## src/rtl/ps_buffer_arbiter_pkg.sv

```systemverilog
// Shared types and helpers for the PS shared-memory (BRAM) buffer arbiter.
//   t_buf_req   : one registered memory-side request (byte enables, byte address, write data)
//   t_arb_state : arbiter FSM states (free round-robin vs. locked burst owner)
//   next_index  : modulo increment used for round-robin pointer and scan order
package ps_buffer_arbiter_pkg;

    localparam int unsigned BUF_WORD_BYTES = 4;
    localparam int unsigned BUF_DATA_W     = 8 * BUF_WORD_BYTES;
    localparam int unsigned BUF_ADDR_W     = 32;
    localparam int unsigned BUF_BYTE_OFS_W = $clog2(BUF_WORD_BYTES);

    typedef struct packed {
        logic [BUF_WORD_BYTES-1:0] we;
        logic [BUF_ADDR_W-1:0]     addr;
        logic [BUF_DATA_W-1:0]     wdata;
    } t_buf_req;

    typedef enum logic [0:0] {
        StIdle,
        StOwned
    } t_arb_state;

    // (idx + 1) mod n, without a divider
    function automatic int unsigned next_index(input int unsigned idx, input int unsigned n);
        return (idx + 32'd1 >= n) ? 32'd0 : idx + 32'd1;
    endfunction

endpackage

```

## src/rtl/ps_buffer_arbiter_rr_priority_picker.sv

```systemverilog
// Combinational round-robin picker: grants the first requesting index at or after ptr_i,
// wrapping modulo N_REQ.
//   req_i   : request vector
//   ptr_i   : index with highest priority this cycle
//   gnt_o   : one-hot grant (zero when nothing requests)
//   idx_o   : binary index of the granted requester
//   valid_o : some requester was picked
module ps_buffer_arbiter_rr_priority_picker
    import ps_buffer_arbiter_pkg::*;
#(
    parameter int unsigned N_REQ = 3,
    parameter int unsigned PTR_W = 2
) (
    input  logic [N_REQ-1:0] req_i,
    input  logic [PTR_W-1:0] ptr_i,
    output logic [N_REQ-1:0] gnt_o,
    output logic [PTR_W-1:0] idx_o,
    output logic             valid_o
);

    int unsigned scan_idx;

    always_comb begin
        gnt_o    = '0;
        idx_o    = '0;
        valid_o  = 1'b0;
        scan_idx = 32'(ptr_i);
        for (int unsigned k = 0; k < N_REQ; k++) begin
            if (!valid_o && req_i[scan_idx]) begin
                gnt_o[scan_idx] = 1'b1;
                idx_o           = PTR_W'(scan_idx);
                valid_o         = 1'b1;
            end
            scan_idx = next_index(scan_idx, N_REQ);
        end
    end

endmodule

```

## src/rtl/ps_buffer_arbiter.sv

```systemverilog
// Shares the single 32-bit PS BRAM port between N_REQ requesters in the 40 MHz domain.
// Round-robin arbitration with optional locked bursts, registered memory-side outputs and
// a tagged read pipeline that returns read data to the originating requester.
//   clk, reset_n        : buffer clock, asynchronous active-low reset
//   req_i / lock_i      : per-requester transfer request / keep-grant (burst) request
//   we_i/addr_i/wdata_i : per-requester byte enables (0 = read), word address, write data
//   gnt_o               : one-hot combinational grant; req_i & gnt_o = transfer accepted
//   rvalid_o / rdata_o  : per-requester read-valid strobe and shared read data bus
//   mem_*               : registered BRAM port (enable, byte we, byte address, din, dout)
//   busy_o              : burst owner held, memory access issued or read in flight
module ps_buffer_arbiter
    import ps_buffer_arbiter_pkg::*;
#(
    parameter int unsigned N_REQ      = 3,
    parameter int unsigned ADDR_W     = 12,
    parameter int unsigned RD_LATENCY = 1,
    parameter int unsigned MAX_BURST  = 16
) (
    input  logic                                  clk,
    input  logic                                  reset_n,
    input  logic [N_REQ-1:0]                      req_i,
    input  logic [N_REQ-1:0]                      lock_i,
    input  logic [N_REQ-1:0][BUF_WORD_BYTES-1:0]  we_i,
    input  logic [N_REQ-1:0][ADDR_W-1:0]          addr_i,
    input  logic [N_REQ-1:0][BUF_DATA_W-1:0]      wdata_i,
    output logic [N_REQ-1:0]                      gnt_o,
    output logic [N_REQ-1:0]                      rvalid_o,
    output logic [BUF_DATA_W-1:0]                 rdata_o,
    output logic                                  mem_en_o,
    output logic [BUF_WORD_BYTES-1:0]             mem_we_o,
    output logic [BUF_ADDR_W-1:0]                 mem_addr_o,
    output logic [BUF_DATA_W-1:0]                 mem_din_o,
    input  logic [BUF_DATA_W-1:0]                 mem_dout_i,
    output logic                                  busy_o
);

    localparam int unsigned PTR_W = (N_REQ > 1) ? $clog2(N_REQ) : 1;
    localparam int unsigned CNT_W = $clog2(MAX_BURST + 1);
    localparam logic [CNT_W-1:0] MAX_CNT = CNT_W'(MAX_BURST);

    t_arb_state       state_q, state_d;
    logic [PTR_W-1:0] owner_q, owner_d;
    logic [CNT_W-1:0] cnt_q, cnt_d;
    logic [PTR_W-1:0] ptr_q, ptr_d;

    logic [N_REQ-1:0] pick_gnt;
    logic [PTR_W-1:0] pick_idx;
    logic             pick_vld;

    logic             xfer;
    logic [PTR_W-1:0] xfer_idx;
    t_buf_req         sel_req;

    t_buf_req         mem_q;
    logic             mem_en_q;

    // Slot 0 lines up with the registered mem_en_o; slot RD_LATENCY with valid BRAM data.
    logic [RD_LATENCY:0]            rd_vld_q;
    logic [RD_LATENCY:0][PTR_W-1:0] rd_tag_q;

    ps_buffer_arbiter_rr_priority_picker #(
        .N_REQ (N_REQ),
        .PTR_W (PTR_W)
    ) u_picker (
        .req_i   (req_i),
        .ptr_i   (ptr_q),
        .gnt_o   (pick_gnt),
        .idx_o   (pick_idx),
        .valid_o (pick_vld)
    );

    // ---------------------------------------------------------------------------------
    // Arbitration FSM
    // ---------------------------------------------------------------------------------
    always_ff @(posedge clk or negedge reset_n) begin
        if (!reset_n) begin
            state_q <= StIdle;
            owner_q <= '0;
            cnt_q   <= '0;
            ptr_q   <= '0;
        end else begin
            state_q <= state_d;
            owner_q <= owner_d;
            cnt_q   <= cnt_d;
            ptr_q   <= ptr_d;
        end
    end

    always_comb begin
        state_d = state_q;
        owner_d = owner_q;
        cnt_d   = cnt_q;
        ptr_d   = ptr_q;
        gnt_o   = '0;

        unique case (state_q)
            StIdle: begin
                gnt_o = pick_gnt;
                if (pick_vld) begin
                    if (lock_i[pick_idx]) begin
                        state_d = StOwned;
                        owner_d = pick_idx;
                        cnt_d   = CNT_W'(1);
                    end else begin
                        ptr_d = PTR_W'(next_index(32'(pick_idx), N_REQ));
                    end
                end
            end

            StOwned: begin
                // Leaving the burst always costs one cycle with no grant, so the
                // other requesters see the pointer move before competing again.
                if (cnt_q >= MAX_CNT || !req_i[owner_q]) begin
                    state_d = StIdle;
                    cnt_d   = '0;
                    ptr_d   = PTR_W'(next_index(32'(owner_q), N_REQ));
                end else begin
                    gnt_o[owner_q] = 1'b1;
                    cnt_d          = cnt_q + CNT_W'(1);
                    // Unlocked transfer ends the burst: saturate so the next cycle exits.
                    if (!lock_i[owner_q]) begin
                        cnt_d = MAX_CNT;
                    end
                end
            end

            default: begin
                state_d = StIdle;
            end
        endcase
    end

    // ---------------------------------------------------------------------------------
    // Transfer selection and registered memory port
    // ---------------------------------------------------------------------------------
    // gnt_o is only set for a requesting index, so any grant bit is an accepted transfer.
    assign xfer     = |(req_i & gnt_o);
    assign xfer_idx = (state_q == StOwned) ? owner_q : pick_idx;

    always_comb begin
        sel_req       = '0;
        sel_req.we    = we_i[xfer_idx];
        sel_req.addr  = BUF_ADDR_W'({addr_i[xfer_idx], {BUF_BYTE_OFS_W{1'b0}}});
        sel_req.wdata = wdata_i[xfer_idx];
    end

    always_ff @(posedge clk or negedge reset_n) begin
        if (!reset_n) begin
            mem_en_q <= 1'b0;
            mem_q    <= '0;
        end else begin
            mem_en_q <= xfer;
            mem_q    <= xfer ? sel_req : '0;
        end
    end

    assign mem_en_o   = mem_en_q;
    assign mem_we_o   = mem_q.we;
    assign mem_addr_o = mem_q.addr;
    assign mem_din_o  = mem_q.wdata;

    // ---------------------------------------------------------------------------------
    // Tagged read-return pipeline
    // ---------------------------------------------------------------------------------
    always_ff @(posedge clk or negedge reset_n) begin
        if (!reset_n) begin
            rd_vld_q <= '0;
            rd_tag_q <= '0;
        end else begin
            rd_vld_q[0] <= xfer && (sel_req.we == '0);
            rd_tag_q[0] <= xfer_idx;
            for (int unsigned k = 1; k <= RD_LATENCY; k++) begin
                rd_vld_q[k] <= rd_vld_q[k-1];
                rd_tag_q[k] <= rd_tag_q[k-1];
            end
        end
    end

    always_comb begin
        rvalid_o = '0;
        for (int unsigned i = 0; i < N_REQ; i++) begin
            rvalid_o[i] = rd_vld_q[RD_LATENCY] && (rd_tag_q[RD_LATENCY] == PTR_W'(i));
        end
    end

    // Gated so the shared bus stays quiet between returns and during reset.
    assign rdata_o = rd_vld_q[RD_LATENCY] ? mem_dout_i : '0;

    assign busy_o = (state_q == StOwned) | mem_en_q | (|rd_vld_q);

endmodule

```

## config.mk

```make
export PLATFORM = sky130hd
export DESIGN_NAME = ps_buffer_arbiter
export DESIGN_NICKNAME = d
export VERILOG_FILES = /design/src/rtl/ps_buffer_arbiter_pkg.sv /design/src/rtl/ps_buffer_arbiter_rr_priority_picker.sv /design/src/rtl/ps_buffer_arbiter.sv
export SDC_FILE = /design/constraint.sdc
export NUM_CORES = 1
export LEC_CHECK = 0
export ABC_AREA = 1
export CAP_MARGIN = 40
export CORE_MARGIN = 3
export CORE_UTILIZATION = 32
export DETAILED_ROUTE_END_ITERATION = 8
export GPL_TIMING_DRIVEN = 0
export HOLD_SLACK_MARGIN = 0.12
export PLACE_DENSITY_LB_ADDON = 0.05
export SYNTH_ARGS = -nofsm -noshare
export SYNTH_HDL_FRONTEND = slang
export SYNTH_SLANG_ARGS = --single-unit
```

## constraint.sdc

```tcl
create_clock -name clk -period 1.9 [get_ports clk]
set_clock_uncertainty 0.2 [all_clocks]
set_input_delay 0.38 -clock clk [delete_from_list [all_inputs] [get_ports clk]]
set_output_delay 0.38 -clock clk [all_outputs]
set_load 0.02 [all_outputs]
```

# Word-level counts from Yosys, hierarchy flattened
# Index checks and enable logic that the tools add are counted.
dict set report word_totals {
  romBits 0
  ff_bits 85
  latchBits 0
  ram_bits 0
  output_inout_bits 108
  n_memories 0
}
dict set report op_classes {
  div 0
  n_mux 57
  n_shift 0
  n_addsub 5
  eq_ne 6
  n_bitwise 6
  order_cmp 15
  n_reduce_logical 21
  multipliers 0
}
# cell n
set op_table {}
lappend op_table {{32-bit two-way mux} 4}
lappend op_table {{68-bit two-way mux} 1}
lappend op_table {{32-bit binary-select mux with 2-bit select} 1}
lappend op_table {{32-bit by 1-bit greater-or-equal comparator with 1-bit output, second input constant} 2}
lappend op_table {{32-bit by 2-bit greater-or-equal comparator with 1-bit output, second input constant} 2}
lappend op_table {{32-bit by 3-bit < comparator with 1-bit output, second input constant} 2}
lappend op_table {{32-bit by 1-bit adder with 32-bit output, second input constant} 1}
lappend op_table {{12-bit binary-select mux with 2-bit select} 1}
lappend op_table {{5-bit two-way mux} 4}
lappend op_table {{2-bit two-way mux} 9}
lappend op_table {{1-bit two-way mux} 16}
lappend op_table {{1-bit binary-select mux with 2-bit select} 6}
lappend op_table {{2-bit by 3-bit < comparator with 1-bit output, second input constant} 4}
lappend op_table {{12-bit two-way mux} 1}
lappend op_table {{3-bit two-way mux} 4}
lappend op_table {{1-bit logical AND} 10}
lappend op_table {{5-bit one-hot mux with 2 select lines} 1}
lappend op_table {{2-bit by 1-bit adder with 3-bit output, second input constant} 3}
lappend op_table {{4-bit binary-select mux with 2-bit select} 1}
lappend op_table {{1-bit demux with 2-bit select} 4}
lappend op_table {{3-bit by 2-bit greater-or-equal comparator with 1-bit output, second input constant} 2}
lappend op_table {{2-bit inequality test, second input constant} 3}
lappend op_table {{3-bit OR} 2}
lappend op_table {{3-bit one-hot mux with 2 select lines} 1}
lappend op_table {{20 further kinds} 25}

# Longest topological paths before layout
dict set report logic_depth {
  depth_word 16
  ltp_mapped 14
  mapped_depth_nobuf 14
}

# Cells and area by module
# From an unflattened synthesis, not the netlist that was laid out.
dict set report unflattened {
  cells_unflattened 631
  area_unflattened_um2 4215.3
}
# mod instances cells_each area_each_um2
set by_module_without_submodules {}
lappend by_module_without_submodules {ps_buffer_arbiter 1 589 4025.1}
lappend by_module_without_submodules {ps_buffer_arbiter_rr_priority_picker 1 42 190.2}

# Worst setup path after synthesis
# OpenSTA, ideal clock, no wires.
dict set report synth_timing {
  path_type {reg-to-reg}
  startpoint {register ptr_q[0]}
  endpoint {register mem_q (netlist bit mem_din_o[19])}
  n_path_buf 2
  stages_incl_launch_ff 15
  period_less_slack_ps 2078
  slack_ps -178
  arrival_time_ps 1752
  path_cell_list {dfrtp_1 -> nor2_2 -> nand2_1 -> nand2_1 -> nor2_2 -> nand3_2 -> nand2_2 -> nor2_4 -> nor2_2 -> a21oi_2 -> nand3_2 -> inv_2 -> buf_6 -> buf_6 -> a21oi_2}
}
dict set report synth_via {
  elab_chain_cells 16
}
# item line_no
set synth_lines {}
lappend synth_lines {{start: declaration} ps_buffer_arbiter.sv:44} ;# logic [PTR_W-1:0] ptr_q, ptr_d;
lappend synth_lines {{start signal: assignment} ps_buffer_arbiter.sv:85} ;# ptr_q <= ptr_d;
lappend synth_lines {{2-bit by 1-bit adder with 3-bit output} ps_buffer_arbiter_pkg.sv:25} ;# return (idx + 32'd1 >= n) ? 32'd0 : idx + 32'd1;
lappend synth_lines {{32-bit by 2-bit greater-or-equal comparator with 1-bit output} ps_buffer_arbiter_pkg.sv:25}
lappend synth_lines {{32-bit two-way mux} ps_buffer_arbiter_pkg.sv:25}
lappend synth_lines {{32-bit by 1-bit adder with 32-bit output} ps_buffer_arbiter_pkg.sv:25}
lappend synth_lines {{32-bit by 2-bit greater-or-equal comparator with 1-bit output} ps_buffer_arbiter_pkg.sv:25}
lappend synth_lines {{32-bit two-way mux} ps_buffer_arbiter_pkg.sv:25}
lappend synth_lines {{32-bit by 1-bit greater-or-equal comparator with 1-bit output (not written as such) or 32-bit by 3-bit < comparator with 1-bit output (tied branches)} ps_buffer_arbiter_rr_priority_picker.sv:30} ;# gnt_o[scan_idx] = 1'b1;
lappend synth_lines {{1-bit logical AND (not written as such)} ps_buffer_arbiter_rr_priority_picker.sv:30}
lappend synth_lines {{1-bit two-way mux (not written as such)} ps_buffer_arbiter_rr_priority_picker.sv:30}
lappend synth_lines {{1-bit demux with 2-bit select} -}
lappend synth_lines {{3-bit OR (no source line)} -}
lappend synth_lines {{3-bit two-way mux (*)} ps_buffer_arbiter_rr_priority_picker.sv:29} ;# if (!valid_o && req_i[scan_idx]) begin
lappend synth_lines {{3-bit one-hot mux with 2 select lines (*)} ps_buffer_arbiter.sv:96} ;# unique case (state_q)
lappend synth_lines {{3-bit bitwise AND (*)} ps_buffer_arbiter.sv:137} ;# assign xfer = |(req_i & gnt_o);
lappend synth_lines {{3-bit OR reduction (*)} ps_buffer_arbiter.sv:137}
lappend synth_lines {{via xfer} ps_buffer_arbiter.sv:50} ;# logic xfer;
lappend synth_lines {{68-bit two-way mux (*)} ps_buffer_arbiter.sv:153} ;# mem_q <= xfer ? sel_req : '0;
lappend synth_lines {{end signal: assignment} ps_buffer_arbiter.sv:153}
lappend synth_lines {{end: declaration} ps_buffer_arbiter.sv:54} ;# t_buf_req mem_q;
# Mark *: on every way through the listed nets, which the timed path passes. The rest lies on a longest branch. The select of a mux whose other input is x is not followed.
# A chain may end at the register's enable or synchronous reset.

# Final worst setup path
dict set report layout_timing {
  startpoint {register ptr_q[0]}
  endpoint {output gnt_o[1]}
}
dict set report layout_via {
  elab_chain_cells 13
}
# item line_no
set layout_lines {}
lappend layout_lines {{2-bit by 1-bit adder with 3-bit output} ps_buffer_arbiter_pkg.sv:25}
lappend layout_lines {{32-bit by 2-bit greater-or-equal comparator with 1-bit output} ps_buffer_arbiter_pkg.sv:25}
lappend layout_lines {{32-bit two-way mux} ps_buffer_arbiter_pkg.sv:25}
lappend layout_lines {{32-bit by 1-bit adder with 32-bit output} ps_buffer_arbiter_pkg.sv:25}
lappend layout_lines {{32-bit by 2-bit greater-or-equal comparator with 1-bit output} ps_buffer_arbiter_pkg.sv:25}
lappend layout_lines {{32-bit two-way mux} ps_buffer_arbiter_pkg.sv:25}
lappend layout_lines {{32-bit by 1-bit greater-or-equal comparator with 1-bit output (not written as such) or 32-bit by 3-bit < comparator with 1-bit output (tied branches)} ps_buffer_arbiter_rr_priority_picker.sv:30}
lappend layout_lines {{1-bit logical AND (not written as such)} ps_buffer_arbiter_rr_priority_picker.sv:30}
lappend layout_lines {{1-bit two-way mux (not written as such)} ps_buffer_arbiter_rr_priority_picker.sv:30}
lappend layout_lines {{1-bit demux with 2-bit select} -}
lappend layout_lines {{3-bit OR (no source line)} -}
lappend layout_lines {{3-bit two-way mux (*)} ps_buffer_arbiter_rr_priority_picker.sv:29}
lappend layout_lines {{3-bit one-hot mux with 2 select lines (*)} ps_buffer_arbiter.sv:96}
lappend layout_lines {{end: declaration} ps_buffer_arbiter.sv:26} ;# output logic [N_REQ-1:0] gnt_o,
# Mark *: on every way between the ends. The rest lies on a longest branch, timed or not. The select of a mux whose other input is x is not followed.

==> key figures <==
Floorplan
  • Number of top-level pins: 292
  • Die outline height: roughly 120 µm
  • Overall die width: 119 µm
  • Placeable core region: 0.0123 mm²
  • Row count: 40
  • Starting utilization of the core area: between 30% and 40%
  • Floorplan die area: 0.0143 mm²

Layout
  • Post-Layout Cell Count: 1090
  • Ant. Diodes: 0
  • Cell area after layout: 0.00836 mm²
  • Relative area change from synthesis to final layout: 103%
  • Fraction of final layout cells with drive strength greater than 1: 27.3%
  • Post-layout net count: 1104
  • Core Util, Final: about 68%

Synthesis
  • Average size of a mapped cell: 7.25 µm²
  • Part of the Yosys area used for sequential elements: 39.5%
  • Post-synth top area share: between 30% and 40%
  • Synth Flop Type: dfrtp_1
  • Most area-consuming cells after synthesis: dfrtp_1 40%, nand2_1 11%, inv_1 9.8%, a21oi_1 8.9%, a21oi_2 4.5%
  • Count of warnings emitted by yosys: 0
  • Top cells by instance count after synthesis: 124 x nand2_1, 107 x inv_1, 73 x a21oi_1, 65 x dfrtp_1, 32 x o21ai_0
  • Fraction of registers with async set or reset after synthesis: 100%
  • Cells after Synth: 568
  • Number of flip-flops and latches in the synthesized netlist: 65
  • EDFF count, synth: 0
  • Biggest area consumer among synthesized cells: dfrtp_1
  • Area of the mapped netlist: 0.00412 mm²
  • Top-count cell post-synth: nand2_1
  • Number of distinct library cells after synthesis: 35

Detailed routing
  • First-iteration detailed-routing DRC count: 262
  • Number of routed nets with antenna violations: 0
  • Aggregate routed wire length: 18.1 mm
  • Via density per instance: ~4.6
  • Post-DR wirelength/cell: 16.6 µm
  • Pre-Repair DR Iteration Count: 6
  • Total number of vias: between 5000 and 6000
  • Remaining design rule violation count: 0

Global routing
  • Highest-utilization routing layer at the global route stage: met2
  • Overflow after GRT: 0
  • Met3 Resource Use GR: 6.36%
  • First-pass GRT wire length: between 20 and 30 mm
  • Number of global-route vias before repair: around 4800
  • GR met1 Demand/Resource: 26.5%
  • Met2 Use GR: 41.2%
  • Antenna violations before repair: 0
  • Overall track demand over capacity in global routing: 23.5%
  • Largest net degree at the start of global routing: 42

Power and ir drop
  • Switching portion of total power: roughly 45%
  • VDD IR max: between 900 and 1000 µV
  • Post-route total power: around 14 mW
  • Pint: between 7 and 8 mW
  • Sequential group share of total power: approximately 16%
  • Clock network fraction of total power: 10.6%
  • Proportion of power drawn by combinational gates: 73.6%
  • Switching Power: 6.44 mW
  • P_leak: 4.26 nW
  • Power density of the placed cells: 1720 mW/mm²

Clock tree
  • TritonCTS clock tree: yes
  • Maximum clock insertion buffer count: 2
  • Cell at the root of the clock tree: clkbuf_16
  • Clock latency reported for the late side of the worst-skew pair: 0.33 ns
  • H-tree depth: 3
  • Inserted Clock Buffers: 9
  • CTS clk-pin slew, worst paths: around 0.050 ns
  • Clock net sink count: 65

Worst setup path
  • Critical Path Start: ptr_q[0]
  • Chain of cells forming the critical path: nor2_4 -> nand2_2 -> nand2_2 -> nor2_4 -> nand3_2 -> nand2_2 -> nor2_4 -> nor2_2 -> a21oi_2 -> inv_1 -> buf_6
  • Worst Path Arrival: between 1.5 and 2 ns
  • Launching element type of the critical path: flop
  • R2r setup slk: -0.57 ns
  • Worst path required time: 1.32 ns
  • Highest fanout seen on the critical path: 6
  • Critical path type: flop to output port
  • Kind of end point of the critical path: output port
  • Launching point of the worst reg2reg path: ptr_q[0]
  • Slowest cell delay on critical path: 0.49 ns
  • Crit path max-delay cell type: dfrtp_2

Worst hold path
  • Class of the most critical hold timing path: flop to flop
  • Worst min-delay path startpoint: rd_tag_q[1]

Outcome
  • Failing checks: setup timing
  • Run status: finished, violations left

Timing
  • Final period utilization: 131%
  • Final period demand of the worst path: 2.48 ns
  • Max-slew violation count: 0
  • Setup repair after global routing missed its margin: true
  • Final number of setup-violating endpoints: 64
  • Hold Vio Cnt, Final: 0
  • Timing-limited maximum frequency: 403 MHz
  • Final critical-path setup slack: -0.580 ns

Flow run
  • MaxCap Viol Count: 0

Place
  • Placed Instances: ~1000
  • Number of port buffers: 271
  • Detailed Place HPWL: 13.4 mm
  • Weighted congestion reported at the end of routability-driven placement: 0.885
  • Worst slack at placement: -1.17 ns
  • Placed Instance Area: between 0.007 and 0.008 mm²
[power groups by stage]
stage | logic [mW] | clock network (mW) | registers [mW]
floorplan | 4.46 | 0 | 2.80
global placement | 7.64 | 0 | 2.27
detailed placement | 7.75 | 0 | 2.29
CTS | 9.01 | 1.55 | 2.28
global route | 11.4 | 1.61 | 2.33
finish | 10.6 | 1.53 | 2.27
[area by class of cell]
class | instances | area [µm²]
repair buffers | 323 | 3250
flip-flops and latches | 65 | 1630
inverters | 110 | 428
clock inverters | 3 | 17.5
clock buffers | 12 | 246
plain buffers | 48 | 487
well taps | 168 | 210
multi-input cells | 361 | 2080
fillers | 1059 | 3960
[path summary, 6_finish.rpt]
| check | end | depth (start not counted) |
|---|---|---|
| min in group asynchronous | mem_din_o[19] | 2 |
| setup / recovery | gnt_o[1] | 11 |
| setup reg to reg | mem_din_o[0] | 16 |
| hold reg to reg | rd_tag_q[3] | 0 |
| max in group asynchronous | state_q | 3 |
| hold / removal | rd_tag_q[3] | 0 |
[layout by cell type, fill, tap and decap left out, drive strengths merged, types with 21 or more instances in the layout]
cell,synthesis,routed
a21oi,94,94
buf,42,122
clkbuf,9,27
clkdlybuf4s50,0,216
dfrtp,65,65
inv,110,109
nand2,127,127
nand3,21,21
nor2,21,21
o21ai,53,53
[routing by layer]
layer	up-vias	part of all wire, %
met5	-	0
met4	0	3.8
met3	43	7.9
met2	238	51
met1	2339	38
li1	2445	-
[worst max-delay path, delay by kind of cell (launching register included)]
kind | cells | cell delay [ns]
AND/OR/NAND/NOR | 8 | 0.76
AO/OA/AOI/OAI | 1 | 0.12
buffers and inverters | 2 | 0.19
flip-flops | 1 | 0.49
[cell families after synthesis]
| logic type | share of synthesized area, % |
|---|---|
| and+or+nand+nor | 19.4 |
| buffers and inverters | 18.6 |
| AOI/OAI and AO/OA | 21.3 |
| DFF | 39.5 |
| xor gates and xnor gates | 0.425 |
| adders and majority gates | 0.608 |
| other | 0.0911 |
[what timing repair did]
item / CTS / global route
pin swaps: 14 / 11
cloned: 2 / 8
hold endpoints to repair: 39 / 0
setup buffers: 25 / 16
resized for setup: 214 / 139
endpoints found under the setup margin: 104 / 103
hold buffers: 1 / 0
[state kept, by name, summed over array words and instances (netlist names)]
register,flops
ptr_q,2
mem_addr_o,12
owner_q,2
rd_tag_q,4
rd_vld_q,2
mem_din_o,32
mem_en_o,1
cnt_q,5
state_q,1
mem_we_o,4
[metrics by stage]
stage	TNS [ns]	hold WS (ns)
3_5_place_dp	-65.81	0.124
6_report	-30.70	0.148
5_1_grt	-36.59	0.164
2_1_floorplan	-3.84	-0.116
3_3_place_gp	-202.43	0.136
4_1_cts	-27.30	0.150
Note: power is estimated with default switching activity, not from simulation.
